## src/rtl/rbm_ctrl_pkg.sv

```systemverilog
// Shared types and constants for the contrastive-divergence batch controller.
package rbm_ctrl_pkg;

    localparam int DEF_CNT_W = 16;
    localparam int DEF_TO_W  = 12;

    typedef enum logic [2:0] {
        IDLE,
        CLR,
        PRIME,
        STREAM,
        WAIT,
        ABORT_WAIT,
        UPD
    } state_e;

    localparam logic POS = 1'b0;
    localparam logic NEG = 1'b1;

endpackage

```

## src/rtl/cd_watchdog.sv

```systemverilog
// Free-running wait-state watchdog: held at zero while clr is high, counts up otherwise.
module cd_watchdog
    import rbm_ctrl_pkg::*;
#(
    parameter int TO_W = DEF_TO_W
) (
    input  logic            clk,
    input  logic            rst_n,
    input  logic            clr,
    input  logic [TO_W-1:0] limit,
    output logic            expired
);

    logic [TO_W-1:0] cnt_q;
    logic [TO_W-1:0] cnt_d;

    assign cnt_d = clr ? '0 : cnt_q + TO_W'(1);

    // Expires on the limit-th waiting cycle; a zero limit behaves like one.
    assign expired = ({1'b0, cnt_q} + (TO_W+1)'(1)) >= {1'b0, limit};

    always_ff @(posedge clk or negedge rst_n) begin
        if (!rst_n) begin
            cnt_q <= '0;
        end else begin
            cnt_q <= cnt_d;
        end
    end

endmodule

```

## src/rtl/cd_phase_sequencer.sv

```systemverilog
// Drives one CD batch through the outer-product accumulator: clear, positive phase,
// negative phase, then a level handshake with the weight-update engine.
module cd_phase_sequencer
    import rbm_ctrl_pkg::*;
#(
    parameter int CNT_W = DEF_CNT_W,
    parameter int TO_W  = DEF_TO_W
) (
    input  logic             clk,
    input  logic             rst_n,
    input  logic             start,
    input  logic [CNT_W-1:0] cfg_batch,
    input  logic [TO_W-1:0]  cfg_timeout,
    input  logic             abort,
    input  logic             src_valid,
    output logic             src_ready,
    output logic             src_neg,
    output logic             acc_clr_pos,
    output logic             acc_clr_neg,
    output logic             acc_neg_phase,
    output logic             acc_sample_valid,
    output logic             acc_last_sample,
    output logic             acc_gate,
    input  logic             acc_done,
    output logic             upd_req,
    input  logic             upd_ack,
    output logic             busy,
    output logic             batch_done,
    output logic             err
);

    state_e           state_q;
    logic             phase_q;
    logic [CNT_W-1:0] batch_q;
    logic [CNT_W-1:0] cnt_q;
    logic [TO_W-1:0]  timeout_q;
    logic             clr_q;
    logic             sv_q;
    logic             force_last_q;
    logic             upd_req_q;
    logic             busy_q;
    logic             done_q;
    logic             err_q;

    logic             beat;
    logic             last_beat;
    logic             in_wait;
    logic             wd_clr;
    logic             wd_expired;

    // The source handshake and its gate/last qualifiers share one cycle so the
    // datapath zeroes v_i exactly on bubble cycles.
    assign src_ready = (state_q == STREAM) && (cnt_q < batch_q);
    assign beat      = src_valid && src_ready;
    assign last_beat = beat && (cnt_q == batch_q - CNT_W'(1));

    assign in_wait = (state_q == WAIT) || (state_q == ABORT_WAIT);
    assign wd_clr  = !in_wait || ((state_q == WAIT) && abort);

    cd_watchdog #(
        .TO_W (TO_W)
    ) u_watchdog (
        .clk     (clk),
        .rst_n   (rst_n),
        .clr     (wd_clr),
        .limit   (timeout_q),
        .expired (wd_expired)
    );

    assign acc_gate         = beat;
    assign acc_last_sample  = last_beat || force_last_q;
    assign acc_clr_pos      = clr_q;
    assign acc_clr_neg      = clr_q;
    assign acc_neg_phase    = phase_q;
    assign src_neg          = phase_q;
    assign acc_sample_valid = sv_q;
    assign upd_req          = upd_req_q;
    assign busy             = busy_q;
    assign batch_done       = done_q;
    assign err              = err_q;

    always_ff @(posedge clk or negedge rst_n) begin
        if (!rst_n) begin
            state_q      <= IDLE;
            phase_q      <= POS;
            batch_q      <= '0;
            cnt_q        <= '0;
            timeout_q    <= '0;
            clr_q        <= 1'b0;
            sv_q         <= 1'b0;
            force_last_q <= 1'b0;
            upd_req_q    <= 1'b0;
            busy_q       <= 1'b0;
            done_q       <= 1'b0;
            err_q        <= 1'b0;
        end else begin
            clr_q        <= 1'b0;
            sv_q         <= 1'b0;
            force_last_q <= 1'b0;
            done_q       <= 1'b0;
            err_q        <= 1'b0;
            case (state_q)
                IDLE: begin
                    if (start) begin
                        if (cfg_batch == '0) begin
                            err_q <= 1'b1;
                        end else begin
                            batch_q   <= cfg_batch;
                            timeout_q <= cfg_timeout;
                            phase_q   <= POS;
                            cnt_q     <= '0;
                            clr_q     <= 1'b1;
                            busy_q    <= 1'b1;
                            state_q   <= CLR;
                        end
                    end
                end
                CLR: begin
                    if (abort) begin
                        busy_q  <= 1'b0;
                        err_q   <= 1'b1;
                        state_q <= IDLE;
                    end else begin
                        sv_q    <= 1'b1;
                        state_q <= PRIME;
                    end
                end
                PRIME: begin
                    if (abort) begin
                        phase_q <= POS;
                        busy_q  <= 1'b0;
                        err_q   <= 1'b1;
                        state_q <= IDLE;
                    end else begin
                        state_q <= STREAM;
                    end
                end
                STREAM: begin
                    // A completing beat wins over abort; abort is then seen again in WAIT.
                    if (last_beat) begin
                        cnt_q   <= '0;
                        state_q <= WAIT;
                    end else if (abort) begin
                        cnt_q        <= '0;
                        force_last_q <= 1'b1;
                        state_q      <= ABORT_WAIT;
                    end else if (beat) begin
                        cnt_q <= cnt_q + CNT_W'(1);
                    end
                end
                WAIT: begin
                    if (acc_done) begin
                        if (abort) begin
                            phase_q <= POS;
                            busy_q  <= 1'b0;
                            err_q   <= 1'b1;
                            state_q <= IDLE;
                        end else if (phase_q == POS) begin
                            phase_q <= NEG;
                            sv_q    <= 1'b1;
                            state_q <= PRIME;
                        end else begin
                            upd_req_q <= 1'b1;
                            state_q   <= UPD;
                        end
                    end else if (wd_expired) begin
                        phase_q <= POS;
                        busy_q  <= 1'b0;
                        err_q   <= 1'b1;
                        state_q <= IDLE;
                    end else if (abort) begin
                        state_q <= ABORT_WAIT;
                    end
                end
                ABORT_WAIT: begin
                    if (acc_done || wd_expired) begin
                        phase_q <= POS;
                        busy_q  <= 1'b0;
                        err_q   <= 1'b1;
                        state_q <= IDLE;
                    end
                end
                UPD: begin
                    if (upd_ack) begin
                        upd_req_q <= 1'b0;
                        phase_q   <= POS;
                        busy_q    <= 1'b0;
                        done_q    <= 1'b1;
                        state_q   <= IDLE;
                    end else if (abort) begin
                        upd_req_q <= 1'b0;
                        phase_q   <= POS;
                        busy_q    <= 1'b0;
                        err_q     <= 1'b1;
                        state_q   <= IDLE;
                    end
                end
                default: begin
                    state_q <= IDLE;
                end
            endcase
        end
    end

endmodule
```

## config.mk

```make
export PLATFORM = sky130hd
export DESIGN_NAME = cd_phase_sequencer
export DESIGN_NICKNAME = d
export VERILOG_FILES = /design/src/rtl/rbm_ctrl_pkg.sv /design/src/rtl/cd_watchdog.sv /design/src/rtl/cd_phase_sequencer.sv
export SDC_FILE = /design/constraint.sdc
export NUM_CORES = 1
export LEC_CHECK = 0
export CORE_ASPECT_RATIO = 0.7
export CORE_UTILIZATION = 40
export CTS_BUF_LIST = sky130_fd_sc_hd__clkbuf_8
export DETAILED_ROUTE_END_ITERATION = 16
export GPL_TIMING_DRIVEN = 0
export PLACE_DENSITY = 0.65
export SYNTH_ARGS = -nofsm -noshare
export SYNTH_HDL_FRONTEND = slang
export SYNTH_SLANG_ARGS = --single-unit
```

## constraint.sdc

```tcl
create_clock -name clk -period 7.7 [get_ports clk]
set_input_delay 1.54 -clock clk [delete_from_list [all_inputs] [get_ports clk]]
set_output_delay 1.54 -clock clk [all_outputs]
set_load 0.05 [all_outputs]
```

# Word-level counts from Yosys, hierarchy flattened
# Index checks and enable logic that the tools add are counted.
# word_totals
register_bits,67
inputBits,35
output_inout_bits,12
word_cells,119
# classes
addsub,4
magnitude_cmp,2
n_eq_ne,16
muxes,61
bitwise,1
n_reduce_logical,22
# ops
op,count
two-way mux 16 bit,5
two-way mux 1 bit,35
two-way mux 3 bit,11
one-hot mux 16 bit (2 select lines),1
one-hot mux 3 bit (7 select lines),1
"adder 16 x 1 -> 16 bit, second input constant",1
equality test 16 bit,1
zero test 16 bit,1
less-than comparator 16 bit,1
"subtractor 16 x 1 -> 16 bit, second input constant",1
one-hot mux 1 bit (5 select lines),3
AND reduction 5 bit,3
"adder 12 x 1 -> 13 bit, second input constant",1
>= comparator 13 x 12 -> 1 bit,1
"adder 12 x 1 -> 12 bit, second input constant",1
two-way mux 12 bit,1
"!= test 2 bit, second input constant",5
nonzero test 5 bit,2
"equality test 3 bit, second input constant",3
AND reduction 4 bit,2
"equality test 3 x 2 -> 1 bit, second input constant",2
"!= test 3 bit, second input constant",2
logical AND 1 bit,4
logical OR 1 bit,4
11 further kinds,14

# Depth between registers and ports, before layout
# depth
word_depth,7
depth_mapped,13
ltp_nobuf,13

# By module
# Synthesis repeated with hierarchy kept, for this count alone.
# unflattened
hier_cells,510
area_unflattened_um2,4548.1
# by_module_without_submodules
mod,instances,cells_per_inst,area_per_inst_um2,seq_area_each_um2
cd_phase_sequencer,1,416,3667.3,1376.3
cd_watchdog,1,94,880.8,300.3

# Worst setup path before layout
# No wires, ideal clock.
# synth_timing
kind,reg2out
start,register batch_q[1]
end,output port acc_last_sample
arrival_ps,2815
required_ps,6160
setup_slack_ps,3345
stages_incl_launch_ff,11
cell_sequence,dfrtp_1 -> inv_1 -> ha_1 -> nor4b_4 -> xnor2_1 -> a41oi_1 -> nor4_1 -> nand4_1 -> or4_1 -> buf_2 -> nand2b_1
# synth_via
elab_chain_len,5
elab_cells_between_ends,7
classes_between,1 x add/sub; 1 x order compare; 1 x eq/ne; 4 x reduce/logical
# synth_rtl
item,line,rtl
"start, declared",cd_phase_sequencer.sv:34,logic [CNT_W-1:0] batch_q;
"start signal, assigned",cd_phase_sequencer.sv:108,batch_q <= cfg_batch;
"parallel branches: the longest is 3 deep, another holds subtractor 16 x 1 -> 16 bit",-,
logical AND 1 bit (*),cd_phase_sequencer.sv:55,assign last_beat = beat && (cnt_q == batch_q - CNT_W'(1));
logical OR 1 bit (*),cd_phase_sequencer.sv:71,assign acc_last_sample = last_beat || force_last_q;
"end, declared",cd_phase_sequencer.sv:22,"output logic acc_last_sample,"
# Mark *: on every way between the ends.

# Final worst setup path
# Same ends and word-level chain as after synthesis.

==> impl_metrics.csv <==
group,metric,value,unit
power_and_ir_drop,leakagePower,0.002257,µW
worst_setup_path,cp_slowest_cell,"clkdlybuf4s50_1",
finish,layout_common_cells,"67 x dfrtp_1, 53 x o21ai_0, 52 x nand2_1",
synthesis,synth_warnings,0,
worst_setup_path,path_delay_family,"simple AND/OR/NAND/NOR gates",
clocking,cts-root-buf,"clkbuf_8",
finish,nFillCells,1003,
synthesis,yosys-top-cells-area,"dfrtp_1 39%, ha_1 8.9%, o21ai_0 6.1%, nand2_1 4.5%, inv_1 4.0%",
timing,clock_skew,0.006833,ns
die,rows,31,
die,initial_core_util,0.4152,
die,io-pin-count,47,
timing,maxSlewViolCount,0,
synthesis,syn_area_per_cell,8.644,µm²
timing,fin_crit,5.741,ns
clocking,h-tree-depth,3,
detailed_routing,dr_total_vias,3846,
synthesis,ys_types,52,
clocking,clk_pin_slew,0.08,ns
global_route,grt_pass1_vias,3603,
timing,worst_pin_slew,0.8803,ns
worst_setup_path,crit_required,6.16,ns
global_route,grt_pass1_wl,18310,µm
timing,max_freq,174.2,MHz
synthesis,syn_area,4348,µm²
worst_setup_path,path_class,"register to output pin",
clocking,ctsHoldBuffers,0,
synthesis,ys_ff_latch,67,
placed_design,post_dp_cell_area,4961,µm²
timing,slew_headroom,0.4131,
timing,finalCritPeriodShare,0.7456,
timing,hold_viol_final,0,
hold_path,min_from,"timeout_q[0]",
worst_setup_path,cp_num_buf_inv,3,
power_and_ir_drop,p_per_area,300.4,nW/µm²
clocking,ctsLongestPathBuffers,2,
clocking,ctsResizeCount,0,
detailed_routing,via_per_inst,5.534,
power_and_ir_drop,p_total,1555,µW
worst_setup_path,startpoint,"batch_q[1]",
timing,fin_tns_setup,0,ns
finish,final_common_cell,"dfrtp_1",
synthesis,yosysTopAreaCellShare,0.3856,
synthesis,ys_seq_area_frac,0.3856,
placed_design,gp_congestion,0.8873,
finish,final_area,5176,µm²
global_route,grt_start_max_net_pins,68,
finish,areaGrowthSynthToFinish,19.05,%
timing,rsz0062_at_grt,"no",
clocking,cts_sinks,67,
run,drv_cap,0,
worst_setup_path,arrival,4.20,ns
worst_setup_path,r2r-start,"batch_q[1]",
global_route,grt_overflow,0,
finish,nets,625,
clocking,insertion_delay,0.36,ns
detailed_routing,drt-wirelength-per-cell,16.03,µm
detailed_routing,wl,11140,µm
global_route,antenna_found_initial,0,
timing,fin_ws,1.959,ns
worst_setup_path,cp-start-kind,"register",
timing,finalSetupViolCount,0,
detailed_routing,drc,0,
placed_design,dpl_worst_slack,2.392,ns
power_and_ir_drop,ir_drop,98.89,µV
synthesis,syn-num-nets,569,
placed_design,dpl.hpwl,8553,µm
detailed_routing,first_iter_violations,266,
synthesis,synth_edf_count,0,
synthesis,async_flop_share,1.000,
hold_path,hold_path.class,"register to register",
worst_setup_path,slowest_delay,0.81,ns
finish,drive_gt1_frac,0.04973,
die,die_w,126.6,µm
detailed_routing,drt-pass1-iter-count,5,
clocking,cts_inserted_buffers,9,
worst_setup_path,critPathCaptureType,"output pin",
synthesis,synth_area_leader_cell,"dfrtp_1",
die,core,10470,µm²
worst_setup_path,cp_max_fo,9,
finish,antenna_cells,0,
worst_setup_path,path_cells,"inv_1 > ha_1 > nor4b_4 > xnor2_1 > a41oi_1 > nor4_1 > nand4_1 > or4_1 > buf_2 > nand2b_1 > clkdlybuf4s50_1",
global_route,grt_usage,0.2116,
die,die-area,11300,µm²
clocking,cts_tree,"done",
synthesis,synth_ff_type,"dfrtp_1",
clocking,cts_post_setup_buffers_inserted,0,
run_status,outcome,"finished clean",
placed_design,io_buffers,45,
synthesis,synthCells,503,
detailed_routing,ant_nets,0,
die,die_h,89.23,µm
==> worst register-to-register path, cell delays in order (launching register included) <==
cell and delay (ns):
dfrtp_1 0.46, inv_1 0.15, ha_1 0.31, nor4b_4 0.49
xnor2_1 0.18, a41oi_1 0.13, nor4_1 0.28, nand4_1 0.22
o311ai_1 0.72, clkbuf_1 0.40, nor3_1 0.10, a21o_1 0.18
==> synthesized netlist by cell type (3+ instances only) <==
| cell type | number |
|---|---|
| a2111oi_0 | 3 |
| a211oi_1 | 4 |
| a21o_1 | 8 |
| a21oi_1 | 17 |
| a31oi_1 | 18 |
| a41oi_1 | 3 |
| and3_1 | 6 |
| and4_1 | 3 |
| clkbuf_1 | 14 |
| dfrtp_1 | 67 |
| ha_1 | 31 |
| inv_1 | 46 |
| mux2i_1 | 3 |
| nand2_1 | 52 |
| nand2b_1 | 9 |
| nand3_1 | 21 |
| nand3b_1 | 4 |
| nand4_1 | 4 |
| nor2_1 | 20 |
| nor2b_1 | 15 |
| nor3_1 | 8 |
| nor4_1 | 7 |
| o21ai_0 | 53 |
| o21ai_1 | 3 |
| o21bai_1 | 3 |
| or3_1 | 17 |
| xnor2_1 | 13 |
| xor2_1 | 14 |
==> per-layer routing <==
| layer | global-route usage | share of wire | up-vias |
|---|---|---|---|
| li1 | - | - | 1902 |
| met4 | 0.05038 | 0.012 | 0 |
| met5 | 0 | 0 | - |
| met1 | 0.3096 | 0.52 | 1816 |
| met3 | 0.05326 | 0.060 | 16 |
| met2 | 0.3119 | 0.41 | 112 |
==> cell type report <==
| type | instances | area, µm² | share of cell area |
|---|---|---|---|
| multi-input combinational | 368 | 2391 | 0.4619 |
| sequential | 67 | 1677 | 0.3239 |
| tap | 132 | 165.2 | 0.03191 |
| buffer | 22 | 107.6 | 0.02079 |
| clock inverter | 5 | 77.57 | 0.01499 |
| timing repair buffer | 45 | 447.9 | 0.08654 |
| clock buffer | 10 | 137.6 | 0.02659 |
| inverter | 46 | 172.7 | 0.03336 |
==> path summary, 6_finish.rpt <==
check	end	slack (ns)	cells after the start
min in group asynchronous	batch_q[15]	1.27	1
min reg2reg	timeout_q[0]	0.50	2
max reg2reg	cnt_q[2]	3.98	11
min	timeout_q[0]	0.50	2
max	acc_last_sample	1.96	11
max in group asynchronous	batch_q[7]	5.83	1
==> stage by stage <==
| stage | hold slack [ns] | utilization | cells |
|---|---|---|---|
| 2_1_floorplan | 0.4523 | - | 503 |
| 3_3_place_gp | 0.4674 | 0.4740 | 680 |
| 3_5_place_dp | 0.4814 | 0.4737 | 680 |
| 4_1_cts | 0.5020 | 0.4943 | 695 |
| 5_1_grt | 0.5266 | 0.4943 | 695 |
| 6_report | 0.4953 | 0.4943 | 695 |
==> cells by family (layout without fill, tap and decap cells) <==
group | count (synthesis) | in the layout | synth area share
buffers and inverters | 68 | 128 | 0.06446
AOI/OAI and AO/OA | 132 | 132 | 0.1847
muxes | 3 | 3 | 0.006907
adders and majority gates | 31 | 31 | 0.08921
xor gates and xnor gates | 27 | 27 | 0.05439
and+or+nand+nor | 175 | 175 | 0.2147
DFF | 67 | 67 | 0.3856
==> power breakdown <==
group          total, µW  leakage [µW]  internal [µW]  switching, µW
logic                706       0.00127            267            439
registers            523      0.000877            441           81.3
clock network        326      0.000108            188            138
total               1550       0.00226            897            658
==> state kept, by name (all words and copies together), names as in the netlist, 3 cells and up <==
signal	cells
u_watchdog.cnt_q	12
batch_q	16
cnt_q	16
state_q	3
timeout_q	12
(Power assumes the default switching activity.)
